[config.mk]
export PLATFORM = sky130hd
export DESIGN_NAME = adder
export DESIGN_NICKNAME = d
export VERILOG_FILES = /design/src/rtl/adder.sv
export SDC_FILE = /design/constraint.sdc
export NUM_CORES = 1
export LEC_CHECK = 0
export CORE_AREA = 2 2 83 85
export DETAILED_ROUTE_END_ITERATION = 6
export DIE_AREA = 0 0 85 87
export PLACE_DENSITY = 0.79
export REMOVE_ABC_BUFFERS = 1
export SLEW_MARGIN = 20
export SYNTH_ARGS = -nofsm -noshare
export SYNTH_HDL_FRONTEND = slang
export SYNTH_SLANG_ARGS = --single-unit
[constraint.sdc]
create_clock -name clk -period 6.6 [get_ports clk]
set_input_delay 1.32 -clock clk [delete_from_list [all_inputs] [get_ports clk]]
set_output_delay 1.32 -clock clk [all_outputs]
set_load 0.01 [all_outputs]
[src/rtl/adder.sv]
// ----------------------------------------------------------------------------
// adder
//   BUS_SIZE-bit two-operand binary adder for the MIPS datapath (PC+4,
//   branch-target computation). The primary result is purely combinational;
//   a registered copy of the result and its flags is also provided for
//   pipelined consumers.
//
// Ports
//   clk         in   1         clock, all registers update on rising edge
//   reset       in   1         synchronous, active-high reset
//   a, b        in   BUS_SIZE  operands (unsigned or two's complement)
//   in_valid    in   1         qualifies a/b for the registered path
//   sum         out  BUS_SIZE  combinational (a + b) mod 2^BUS_SIZE
//   carry_out   out  1         combinational unsigned carry out of the MSB
//   overflow    out  1         combinational signed overflow
//   sum_q       out  BUS_SIZE  registered sum (captured when in_valid)
//   carry_q     out  1         registered carry_out
//   overflow_q  out  1         registered overflow
//   valid_q     out  1         in_valid delayed by one cycle
// ----------------------------------------------------------------------------
module adder #(
    parameter int BUS_SIZE = 32
) (
    input  logic                clk,
    input  logic                reset,
    input  logic [BUS_SIZE-1:0] a,
    input  logic [BUS_SIZE-1:0] b,
    input  logic                in_valid,
    output logic [BUS_SIZE-1:0] sum,
    output logic                carry_out,
    output logic                overflow,
    output logic [BUS_SIZE-1:0] sum_q,
    output logic                carry_q,
    output logic                overflow_q,
    output logic                valid_q
);

    // Number of 4-bit carry groups; the last one may be narrower.
    localparam int NG = (BUS_SIZE + 3) / 4;

    logic [BUS_SIZE-1:0] g;       // per-bit generate
    logic [BUS_SIZE-1:0] p;       // per-bit propagate
    logic [BUS_SIZE-1:0] c;       // carry into each bit
    logic [NG-1:0]       grp_g;   // group generate
    logic [NG-1:0]       grp_p;   // group propagate
    logic [NG:0]         grp_c;   // carry into each group; grp_c[NG] is carry out

    assign g = a & b;
    assign p = a ^ b;

    genvar gi;
    generate
        for (gi = 0; gi < NG; gi++) begin : g_grp
            localparam int LO = gi * 4;
            localparam int W  = ((BUS_SIZE - LO) >= 4) ? 4 : (BUS_SIZE - LO);

            logic         gg;
            logic         gp;
            logic [W-1:0] bc;

            // Group generate/propagate depend only on this group's bits,
            // so they are available before the group carry-in arrives.
            always_comb begin
                gg = 1'b0;
                gp = 1'b1;
                for (int k = 0; k < W; k++) begin
                    gg = g[LO+k] | (p[LO+k] & gg);
                    gp = gp & p[LO+k];
                end
            end

            // Bit carries inside the group, each expanded from the group
            // carry-in through the lower bits' g/p terms.
            always_comb begin
                bc = '0;
                for (int k = 0; k < W; k++) begin
                    logic acc;
                    acc = grp_c[gi];
                    for (int j = 0; j < k; j++) begin
                        acc = g[LO+j] | (p[LO+j] & acc);
                    end
                    bc[k] = acc;
                end
            end

            assign grp_g[gi]    = gg;
            assign grp_p[gi]    = gp;
            assign c[LO +: W]   = bc;
        end
    endgenerate

    // Ripple of group carries; carry into bit 0 is zero.
    always_comb begin
        grp_c    = '0;
        grp_c[0] = 1'b0;
        for (int i = 0; i < NG; i++) begin
            grp_c[i+1] = grp_g[i] | (grp_p[i] & grp_c[i]);
        end
    end

    assign sum       = p ^ c;
    assign carry_out = grp_c[NG];
    assign overflow  = (a[BUS_SIZE-1] == b[BUS_SIZE-1]) &&
                       (sum[BUS_SIZE-1] != a[BUS_SIZE-1]);

    // ------------------------------------------------------------------
    // Registered copy
    // ------------------------------------------------------------------
    logic [BUS_SIZE-1:0] sum_d;
    logic                carry_d;
    logic                overflow_d;
    logic                valid_d;

    always_comb begin
        sum_d      = sum_q;
        carry_d    = carry_q;
        overflow_d = overflow_q;
        valid_d    = in_valid;
        if (in_valid) begin
            sum_d      = sum;
            carry_d    = carry_out;
            overflow_d = overflow;
        end
    end

    always_ff @(posedge clk) begin
        if (reset) begin
            sum_q      <= '0;
            carry_q    <= 1'b0;
            overflow_q <= 1'b0;
            valid_q    <= 1'b0;
        end else begin
            sum_q      <= sum_d;
            carry_q    <= carry_d;
            overflow_q <= overflow_d;
            valid_q    <= valid_d;
        end
    end

endmodule

======== Word level (Yosys, flattened, before mapping) ========
Index checks and enable logic that the tools add are counted.
word-level totals
  register bits after elaboration ......... 35
  bits in latches ......................... 0
  RAM bits ................................ 0
  bits in read-only memories .............. 0
  output and inout port bits .............. 69
  logic and storage cells ................. 135
  memories kept ........................... 0
cells by class
  add/sub/neg operators ................... 0
  multiply operators ...................... 0
  div/mod/pow operators ................... 0
  order comparisons ....................... 0
  equality and inequality tests ........... 2
  shift operators ......................... 0
  muxes and demuxes ....................... 0
  bitwise operators ....................... 128
  reduce and logical (&&, ||, !) cells .... 1
operator list
  operator           count
  AND 1 bit          73
  XOR 32 bit         2
  OR 1 bit           52
  AND 32 bit         1
  == test 1 bit      1
  logical AND 1 bit  1
  != test 1 bit      1

======== Longest topological paths before layout ========
Gate-level depths: netlist of the first run.
  depth in word-level cells ............... 28
  gate-level depth with buffers ........... 16
  depth with buffers taken out ............ 16

======== Worst setup path before layout of the first run ========
No wires, ideal clock.
  path type ............................... input to output
  start point ............................. input port a[0]
  end point ............................... output port overflow
  arrival ................................. 4849 ps
  required time ........................... 5280 ps
  path slack .............................. 431 ps
  stages .................................. 14
  path buffers ............................ 0
  path through ............................ ha_1 > fa_1 > fa_1 > fa_1 > a31oi_1 > o21ai_1 > a21o_1 > nor2_1 > o21ai_1 > fa_1 > fa_1 > fa_1 > xnor2_1 > nor2_1
between the ends
  word-level cells in the longest chain between the ends .. 28
ends and longest elaborated chain
  item                line  text
  start: declaration  26    input logic [BUS_SIZE-1:0] a,
  AND 32 bit          48    assign g = a & b;
  AND 1 bit           67    gg = g[LO+k] | (p[LO+k] & gg);
  OR 1 bit            67
  AND 1 bit           67
  OR 1 bit            67
  AND 1 bit           67
  OR 1 bit            67
  AND 1 bit           97    grp_c[i+1] = grp_g[i] | (grp_p[i] & grp_c[i]);
  [... 12 more ...]   --
  OR 1 bit            80    acc = g[LO+j] | (p[LO+j] & acc);
  AND 1 bit           80
  OR 1 bit            80
  AND 1 bit           80
  OR 1 bit            80
  XOR 32 bit          101   assign sum = p ^ c;
  != test 1 bit       104   (sum[BUS_SIZE-1] != a[BUS_SIZE-1]);
  logical AND 1 bit   103   assign overflow = (a[BUS_SIZE-1] == b[BUS_SIZE-1]) &&
  end: declaration    31    output logic overflow,
No other way between the ends.

======== Worst setup path in the final report of the first run ========
  start point ............................. input port b[1]
  end point ............................... output port sum[23]
between the ends
  word-level cells in the longest chain between the ends .. 22
  elaborated cells between the ends (all ways) .. 23
ends and longest elaborated chain
  item                line  text
  start: declaration  27    input logic [BUS_SIZE-1:0] b,
  XOR 32 bit          49    assign p = a ^ b;
  AND 1 bit           67
  OR 1 bit *          67
  AND 1 bit *         67
  OR 1 bit *          67
  AND 1 bit *         67
  OR 1 bit *          67
  AND 1 bit *         97
  [... 6 more ...]    --
  OR 1 bit *          97
  AND 1 bit *         80
  OR 1 bit *          80
  AND 1 bit *         80
  OR 1 bit *          80
  AND 1 bit *         80
  OR 1 bit *          80
  XOR 32 bit *        101
  end: declaration    29    output logic [BUS_SIZE-1:0] sum,
Every way passes the cells marked *; elsewhere a longest branch is shown, timed or not.

==> results of run 1 <==
[path summary, 6_finish.rpt]
check	slack, ps	endpoint	start
min	480	carry_q	carry_q
min reg2reg	480	carry_q	carry_q
max reg2reg	5880	carry_q	carry_q
max	150	sum[23]	b[1]
[registers in the layout, indices dropped and copies added (netlist names)]
signal      flops
carry_q         1
overflow_q      1
sum_q          32
valid_q         1
[area by class of cell]
type                    count  area [sq um]
fillers                   568          2450
multi-input cells         184          1810
repair buffers            146          1410
flip-flops and latches     35           701
well taps                  80           100
clock buffers               6          82.6
inverters                   2          7.51
clock inverters             1          5.00
[kinds of logic after synthesis]
logic type / count (synthesis)
AND/OR/NAND/NOR: 57
adder cells (fa/ha/maj): 53
flip-flops: 35
AO/OA/AOI/OAI: 33
multiplexers: 33
buffers and inverters: 10
XOR/XNOR: 8
[per-layer routing]
layer,up-vias,routed length (um),GRT usage,part of all wire
li1,1089,-,-,-
met1,1045,2700,0.200,0.39
met2,83,3570,0.332,0.52
met3,2,534,0.0578,0.078
met4,0,24,0.0361,0.0035
met5,-,0,0,0
[placed cells by master (no fill, tap or decap), types with 2 or more instances in the layout]
cell type,netlist,layout
nand3_1,3,3
o21ai_0,4,4
a211oi_1,3,3
nor2_2,0,2
a21oi_1,10,10
o21ai_2,1,3
clkbuf_8,0,6
inv_1,2,2
clkdlybuf4s15_2,0,2
xor2_1,7,5
a21o_1,3,3
and3_1,3,3
a311oi_1,2,2
xor2_2,0,2
clkdlybuf4s15_1,0,3
nor2_1,37,35
fa_2,0,15
ha_1,29,28
dlymetal6s2s_1,0,3
nand2_1,7,7
nor2b_1,2,2
mux2i_1,33,33
fa_1,24,9
buf_2,4,7
dfxtp_1,35,35
clkdlybuf4s50_1,0,119
buf_4,0,11
[through the flow]
| stage | area (sq um) | setup TNS (ps) | setup slack [ps] | utilization |
|---|---|---|---|---|
| after CTS | 4060 | 0 | 0.957 | 0.618 |
| after detailed placement | 3940 | -7000 | -684 | 0.600 |
| after floorplan | 2430 | 0 | 431 | - |
| final | 4120 | 0 | 149 | 0.627 |
| after global placement | 3940 | -4890 | -513 | 0.600 |
| after global routing | 4120 | 0 | 8.99 | 0.627 |
[power breakdown]
group / internal (mW) / leakage, nW / switching [mW]
clock: 0.0821 / 0.0470 / 0.0815
combinational: 0.217 / 1.45 / 0.164
sequential: 0.235 / 0.289 / 0.0114
total: 0.533 / 1.79 / 0.257
[worst register-to-register path: cells and delay by family (launching register included)]
| kind | cells | cell delay, ps |
|---|---|---|
| flops | 1 | 330 |
| compound gates | 1 | 270 |
| simple gates | 1 | 40 |
[timing repair]
item / CTS / global route
buffers inserted: 2 / 1
setup endpoints to repair: 18 / 17
resized for setup: 53 / 12
cloned: 0 / 0
pin swaps: 6 / 9
==> results.md, run 1 <==
- WS Path Type: in -> out
- Fraction of layout cells with a size suffix above 1: 0.155
- Via count: 2219
- Unrepaired setup endpoints after global routing: false
- Clock Latency Late Sink: about 280 ps
- Post-synthesis cell area: 2470 sq um
- Post-Synth Adder-Cell Area: 0.342
- Setup Viol. Count Final: 0
- Syn avg cell area: about 11 sq um
- Total gr overflow: 0
- CP bufs+invs: 4
- Full die area: 7400 sq um
- Worst setup EP type: output port
- Worst r2r path cells: 2
- Hold WC Path Type: reg -> reg
- Final min period: ~6500 ps
- Final Hold Fails: 0
- Largest net degree at the start of global routing: 37
- Seq/Total Area, Yosys: 0.284
- Post-synthesis cell count: between 200 and 250
- Maximum VDD drop: a little over 0.1 mV
- Post-Layout Cell Count: roughly 450
- Main synth FF type: dfxtp_1
- Power per cell area: between 150 and 200 nW/um^2
- H-tree lvl count: 2
- Startpoint types: primary input
- Leak: 1.79 nW
- Synth Area in Compound Gates: 0.0872
- Clock-pin slew of the registers on the worst-case setup and hold paths: roughly 80 ps
- Port Buffer Count: approximately 140
- Top-count cell post-synth: nor2_1
- Detailed Route WL: roughly 6.8 mm
- Die W: 85 um
- Status: completed
- Relative slew slack: 0.273
- Crit path depth: 15
- Synth area leaders: dfxtp_1, fa_1, ha_1
- Netlist cell types: 33
- HPWL Detailed: about 5.3 mm
- Crit path max-delay cell type: clkdlybuf4s50_1
- Fraction of synthesized area in multiplexers: 0.134
- Drt drc: 0
- Number of buffers created by CTS: 5
- Worst path max stage delay: 450 ps
- Detailed Routing Iterations Pass 1: 2
- TritonCTS clock tree: done
- Fin crit share: 0.977
- Overall Power: 790 uW
- Largest family of logic cells by synthesized area: adder cells
- Post-synth top area share: 0.284
- Hold WS: between 400 and 500 ps
- Initial Utilization: 0.376
- Xor/xnor share of the synthesized area: 0.0284
- Clk_skew: 0 ps
- I/O pin cnt: 136
- Core area: 6570 sq um
- Ant. Diodes: 0
- Area Growth Syn to Fin: 66.9%
- Total GRT Usage: 0.179
- Clock root buffer: clkbuf_8
- # rows: 30
- Wire length of the first global-routing pass: around 10 mm
- Initial antenna violation count: 0
- Synth area leader: dfxtp_1
- Yosys warns: 0
- Die height: 87 um
- RePlAce Congestion: about 0.74
- Vias in the first global route: between 2000 and 2500
- Number of nets in the layout: 494
- Inst Count DP: around 440
- Crit path top cell by count: fa_2
- Vias/cell: slightly below 5
- Yosys reg bits: 35
- Cell chain of the critical path: clkdlybuf4s50_1, fa_2, fa_2, fa_2, a31oi_4, o21ai_2, a21o_1, nor2_2, buf_4, inv_1, fa_2, fa_2, fa_2, xor2_2, buf_2
- Max-Cap Viols: 0
- Worst Max-Slew Pin Slew: 1090 ps
- Initial DRC count: 12
- Maximum clock frequency: ~160 MHz
- Pins over their slew limit: 0
- Post-DR wirelength/cell: about 15 um
- Max Root-Sink Buffers: 2
- Critical Path RT: roughly 5300 ps
- DRT antenna net count: 0
- Arr. time, crit path: between 5000 and 6000 ps
- Post-synth EDFFs: 0
- Post-synth top cells: nor2_1, dfxtp_1, mux2i_1
- Clock Sinks: 35
- CTS Hold Buffers Added: 0
- CP top delay family: adder cells
- Asr flop ratio synth: 0
- Simple-gate share of the synthesized area: 0.108
- Hold Path Depth: 2
- Worst-path maximum fanout: 2
Note: power is estimated with default switching activity, not from simulation.
==> run 2: changes to the inputs <==
--- a/config.mk
+++ b/config.mk
@@ -6,10 +6,12 @@
 export NUM_CORES = 1
 export LEC_CHECK = 0
 export CORE_AREA = 2 2 83 85
+export CTS_CLUSTER_SIZE = 8
 export DETAILED_ROUTE_END_ITERATION = 6
 export DIE_AREA = 0 0 85 87
 export PLACE_DENSITY = 0.79
 export REMOVE_ABC_BUFFERS = 1
+export SETUP_SLACK_MARGIN = 0.3
 export SLEW_MARGIN = 20
 export SYNTH_ARGS = -nofsm -noshare
 export SYNTH_HDL_FRONTEND = slang
==> run 2 against run 1 <==
Combinational power rose by 1%. Largest cell class unchanged. Global-route usage rose by 0.30 points. Clock power barely moved. Critical path type unchanged. Critical endpoint is now sum[27]. Die area did not move. Fmax rose by 4.0%. Total power rose by 0.60%. Design area rose by 0.64%. Highest routed layer unchanged. First-iteration DRC count rose by 58%.
==> results.md, run 2 (synthesized netlist as in run 1, its figures left out) <==
- Maximum VDD drop: between 0.1 and 0.15 mV
- Worst r2r path cells: 2
- Die W: around 85 um
- Max reg flops: 32
- Most common cell after layout, fill and taps aside: clkdlybuf4s50_1
- Initial DRC count: 19
- Final Hold Fails: 0
- Total GRT Usage: 0.182
- Final min period: 6200 ps
- Vias/cell: about 4.9
- Detailed Routing Iterations Pass 1: 4
- Setup Viol. Count Final: 0
- Ant. Diodes: 0
- # rows: 30
- Combinational Power Share: 0.485
- Sequential power share: 0.310
- Overall Power: 795 uW
- Critical Path RT: 5280 ps
- Maximum clock frequency: between 150 and 200 MHz
- TritonCTS clock tree: done
- Worst setup EP type: output port
- Die height: roughly 87 um
- Sw power: 259 uW
- Clk pwr share: 0.206
- Fin crit share: 0.940
- Detailed Route WL: 6.87 mm
- Clock root buffer: clkbuf_8
- Relative slew slack: 0.273
- Clk_skew: 0 ps
- DRT antenna net count: 0
- WS Path Type: in -> out
- Post-DR wirelength/cell: around 15 um
- HPWL Detailed: around 5.3 mm
- Max-Cap Viols: 0
- Full die area: between 7000 and 8000 sq um
- Crit path max-delay cell type: fa_2
- Total gr overflow: 0
- Vias in the first global route: between 2000 and 2500
- Setup TNS Final: 0 ps
- Number of nets in the layout: a little under 500
- Initial Utilization: 0.376
- H-tree lvl count: 2
- Final core utilization: 0.631
- Arr. time, crit path: 4880 ps
- Drt drc: 0
- Pins over their slew limit: 0
- Worst-path maximum fanout: 2
- Worst path max stage delay: approximately 400 ps
- Crit path depth: 16
- Clock Latency Late Sink: approximately 280 ps
- Cell chain of the critical path: buf_6, ha_4, fa_2, fa_2, fa_2, a31oi_4, o21ai_2, a21o_1, nor2_4, buf_6, o31ai_4, fa_2, fa_2, fa_2, xor2_2, buf_2
- Leak: around 1.8 nW
- Number of buffers created by CTS: 5
- Net Sw Frac: 0.326
- Reg area: roughly 700 sq um
- Initial antenna violation count: 0
- Crit path top cell by count: fa_2
- Power per cell area: around 190 nW/um^2
- Fraction of layout cells with a size suffix above 1: 0.176
- Max Root-Sink Buffers: 2
- Leading cell types in the layout, fill and taps excluded: clkdlybuf4s50_1, nor2_1, dfxtp_1, mux2i_1, ha_1
- Clock-pin slew of the registers on the worst-case setup and hold paths: approximately 80 ps
- Hold Path Depth: 2
- Worst Max-Slew Pin Slew: approximately 1100 ps
- CTS Hold Buffers Added: 0
- Multi-input gate area: about 1800 sq um
- Int Power: ~540 uW
- Wire length of the first global-routing pass: ~11 mm
- Status: completed
- Largest Register: sum_q
- Area Growth Syn to Fin: 68.0%
- Port Buffer Count: between 100 and 150
- CP bufs+invs: 3
- Startpoint types: primary input
- Core area: between 6000 and 7000 sq um
- RePlAce Congestion: 0.744
- Hold WC Path Type: reg -> reg
- Clock Sinks: 35
- CP top delay family: adder cells
- Largest net degree at the start of global routing: 37
- I/O pin cnt: ~140
- Unrepaired setup endpoints after global routing: true
- Fillers: between 500 and 600
- Via count: approximately 2200
run 2: changes by cell type in the layout (fill, tap and decap cells not counted), moves of 2 or more:
cell             previous run  this run
buf_6                       0         4
clkdlybuf4s15_1             3         1
dlymetal6s2s_1              3         0
fa_1                        9         7
nor2_2                      2         0
fa_2                       15        17
buf_2                       7         9
clkdlybuf4s50_1           119       117
dlygate4sd2_1               1         3
run 2: what timing repair did:
item | 4_1_cts | 5_1_grt
endpoints found under the setup margin | 24 | 16
gates resized for setup | 79 | 11
pin swaps | 15 | 15
hold endpoints to repair | 0 | 0
buffers inserted | 3 | 1
run 2: layout make-up:
type,count,share of cell area
well taps,80,0.0242
inverters,2,0.00181
flip-flops and latches,35,0.169
multi-input cells,184,0.445
repair buffers,147,0.338
clock buffers,6,0.0199
clock inverters,1,0.00121
run 2: tightest hold or removal path: stages, from the launching register on:
cell	delay, ps
dfxtp_1	310
nor2_1	80
a311oi_1	50
run 2: path summary, 6_finish.rpt:
kind                               from  endpoint  slack, ps
worst max-delay path               a[0]   sum[27]        400
worst min register to register  carry_q   carry_q        480
worst max register to register  carry_q   carry_q       5870
worst min-delay path            carry_q   carry_q        480
run 2: power by group through the flow:
| stage | Clock [mW] | Combinational (mW) | Sequential (mW) |
|---|---|---|---|
| detailed placement | 0 | 0.377 | 0.251 |
| global placement | 0 | 0.369 | 0.250 |
| finish | 0.163 | 0.385 | 0.246 |
| CTS | 0.169 | 0.381 | 0.246 |
| global route | 0.179 | 0.418 | 0.249 |
| floorplan | 0 | 0.149 | 0.261 |
run 2: through the flow:
step	setup WS (ps)	instances	instance area, sq um	hold WS (ps)
2_1_floorplan	431	221	2430	498
3_3_place_gp	-513	444	3940	470
3_5_place_dp	-684	444	3940	479
4_1_cts	276	454	4080	492
5_1_grt	278	455	4140	523
6_report	397	455	4140	483
run 2: metal layers:
layer | track usage | wire length [um] | up-vias
met4 | 0.0361 | 24 | 0
met3 | 0.0559 | 491 | 2
met2 | 0.339 | 3630 | 81
met5 | 0 | 0 | -
li1 | - | - | 1090
met1 | 0.205 | 2720 | 1070
==> run 3: changes to the inputs <==
--- a/config.mk
+++ b/config.mk
@@ -5,10 +5,10 @@
 export SDC_FILE = /design/constraint.sdc
 export NUM_CORES = 1
 export LEC_CHECK = 0
-export CORE_AREA = 2 2 83 85
+export CORE_AREA = 3 3 84 86
 export CTS_CLUSTER_SIZE = 8
 export DETAILED_ROUTE_END_ITERATION = 6
-export DIE_AREA = 0 0 85 87
+export DIE_AREA = 0 0 87 89
 export PLACE_DENSITY = 0.79
 export REMOVE_ABC_BUFFERS = 1
 export SETUP_SLACK_MARGIN = 0.3
==> run 3 against run 2 <==
Design area down 0.75%. Critical path depth is 3 lower. Hold slack gained 10 ps. Non-clock buffer count is 1 higher. Critical path type unchanged.
==> results.md, run 3 (synthesized netlist as in run 1, its figures left out) <==
- Max Root-Sink Buffers: 2
- Largest net degree at the start of global routing: 37
- Total gr overflow: 0
- Clock Sinks: 35
- Initial Utilization: 0.389
- Worst Max-Slew Pin Slew: ~1100 ps
- Arr. time, crit path: about 4900 ps
- Clock Latency Late Sink: between 200 and 300 ps
- HPWL Detailed: about 5.6 mm
- Clock root buffer: clkbuf_8
- Initial antenna violation count: 0
- Number of nets in the layout: between 400 and 500
- # rows: 29
- Vias in the first global route: around 2400
- Via count: 2271
- Overall Power: 860 uW
- Worst-path maximum fanout: 2
- Maximum clock frequency: around 160 MHz
- Flop-to-flop setup slack: 5850 ps
- Drt drc: 0
- Port Buffer Count: between 100 and 150
- Number of buffers created by CTS: 5
- Ant. Diodes: 0
- Die height: 89 um
- Hold WC Path Type: reg -> reg
- Area Growth Syn to Fin: 66.7%
- Status: completed
- Total GRT Usage: 0.189
- Hold WS: ~490 ps
- TritonCTS clock tree: done
- Wire length of the first global-routing pass: 11.4 mm
- Most common cell after layout, fill and taps aside: clkdlybuf4s50_1
- RePlAce Congestion: 0.770
- Clk_skew: 0 ps
- DRT antenna net count: 0
- Final core utilization: 0.648
- Post-DR wirelength/cell: around 16 um
- Fraction of layout cells with a size suffix above 1: 0.170
- Inst Count DP: 440
- Core area: ~6300 sq um
- Final Hold Fails: 0
- Leading cell types in the layout, fill and taps excluded: clkdlybuf4s50_1, nor2_1, dfxtp_1, mux2i_1, ha_1
- Max-Cap Viols: 0
- Post-Layout Cell Count: 454
- Setup Viol. Count Final: 0
- Vias/cell: 5.00
- Pins over their slew limit: 0
- I/O pin cnt: between 100 and 150
- Fin crit share: 0.935
- Initial DRC count: 27
- Power per cell area: 209 nW/um^2
- Max reg flops: 32
- H-tree lvl count: 2
- Detailed Routing Iterations Pass 1: 4
- Critical Path RT: between 5000 and 6000 ps
- Detailed Route WL: slightly above 7 mm
- Worst setup EP type: output port
- Maximum VDD drop: 0.143 mV
- Final min period: between 6000 and 7000 ps
- Full die area: 7740 sq um
- Leak: around 1.8 nW
- Relative slew slack: 0.252
- Die W: slightly below 90 um
- Startpoint types: primary input
- Unrepaired setup endpoints after global routing: false
- Clock-pin slew of the registers on the worst-case setup and hold paths: approximately 70 ps
- WS Path Type: in -> out
- Largest Register: sum_q
- Setup TNS Final: 0 ps
run 3: where the power goes:
group          switching (mW)  internal [mW]
registers              0.0113          0.235
logic                   0.166          0.213
clock network          0.0838          0.151
run 3: worst paths after layout:
path	startpoint	end	cells after the start
max	b[1]	sum[25]	13
min reg2reg	sum_q[31]	sum_q[31]	2
max reg2reg	carry_q	carry_q	2
min	sum_q[31]	sum_q[31]	2
run 3: critical path, cell delays in order:
cell             delay, ps
dlygate4sd2_1          250
fa_2                   380
fa_2                   340
fa_2                   340
a31oi_1                130
o21ai_1                120
a21o_1                 210
nor2_2                 130
buf_4                  130
o31ai_1                 70
fa_2                   350
fa_2                   540
clkdlybuf4s50_1        540
run 3: metrics by stage:
stage / setup WS (ps) / cell area [sq um]
final: 427 / 4110
after global routing: 286 / 4110
after CTS: 229 / 4080
after detailed placement: -655 / 3930
after global placement: -516 / 3930
after floorplan: 431 / 2430
run 3: routing by layer:
layer / global-route usage / routed length, um
met1: 0.222 / 2850
met2: 0.340 / 3540
met3: 0.0498 / 625
met4: 0.0510 / 97
met5: 0 / 0
run 3: layout make-up:
| class | count | area [sq um] |
|---|---|---|
| Clock buffer | 6 | 72.6 |
| Clock inverter | 2 | 60.1 |
| Tap cell | 77 | 96.3 |
| Fill cell | 528 | 2240 |
| Sequential cell | 35 | 701 |
| Multi-Input combinational cell | 184 | 1800 |
| Inverter | 2 | 7.51 |
| Timing Repair Buffer | 148 | 1380 |
run 3: what timing repair did:
action,CTS,global route
resized for setup,73,5
pin swaps,13,13
endpoints found under the setup margin,21,13
buffers inserted,4,2
hold buffers,0,0
gates cloned,0,0
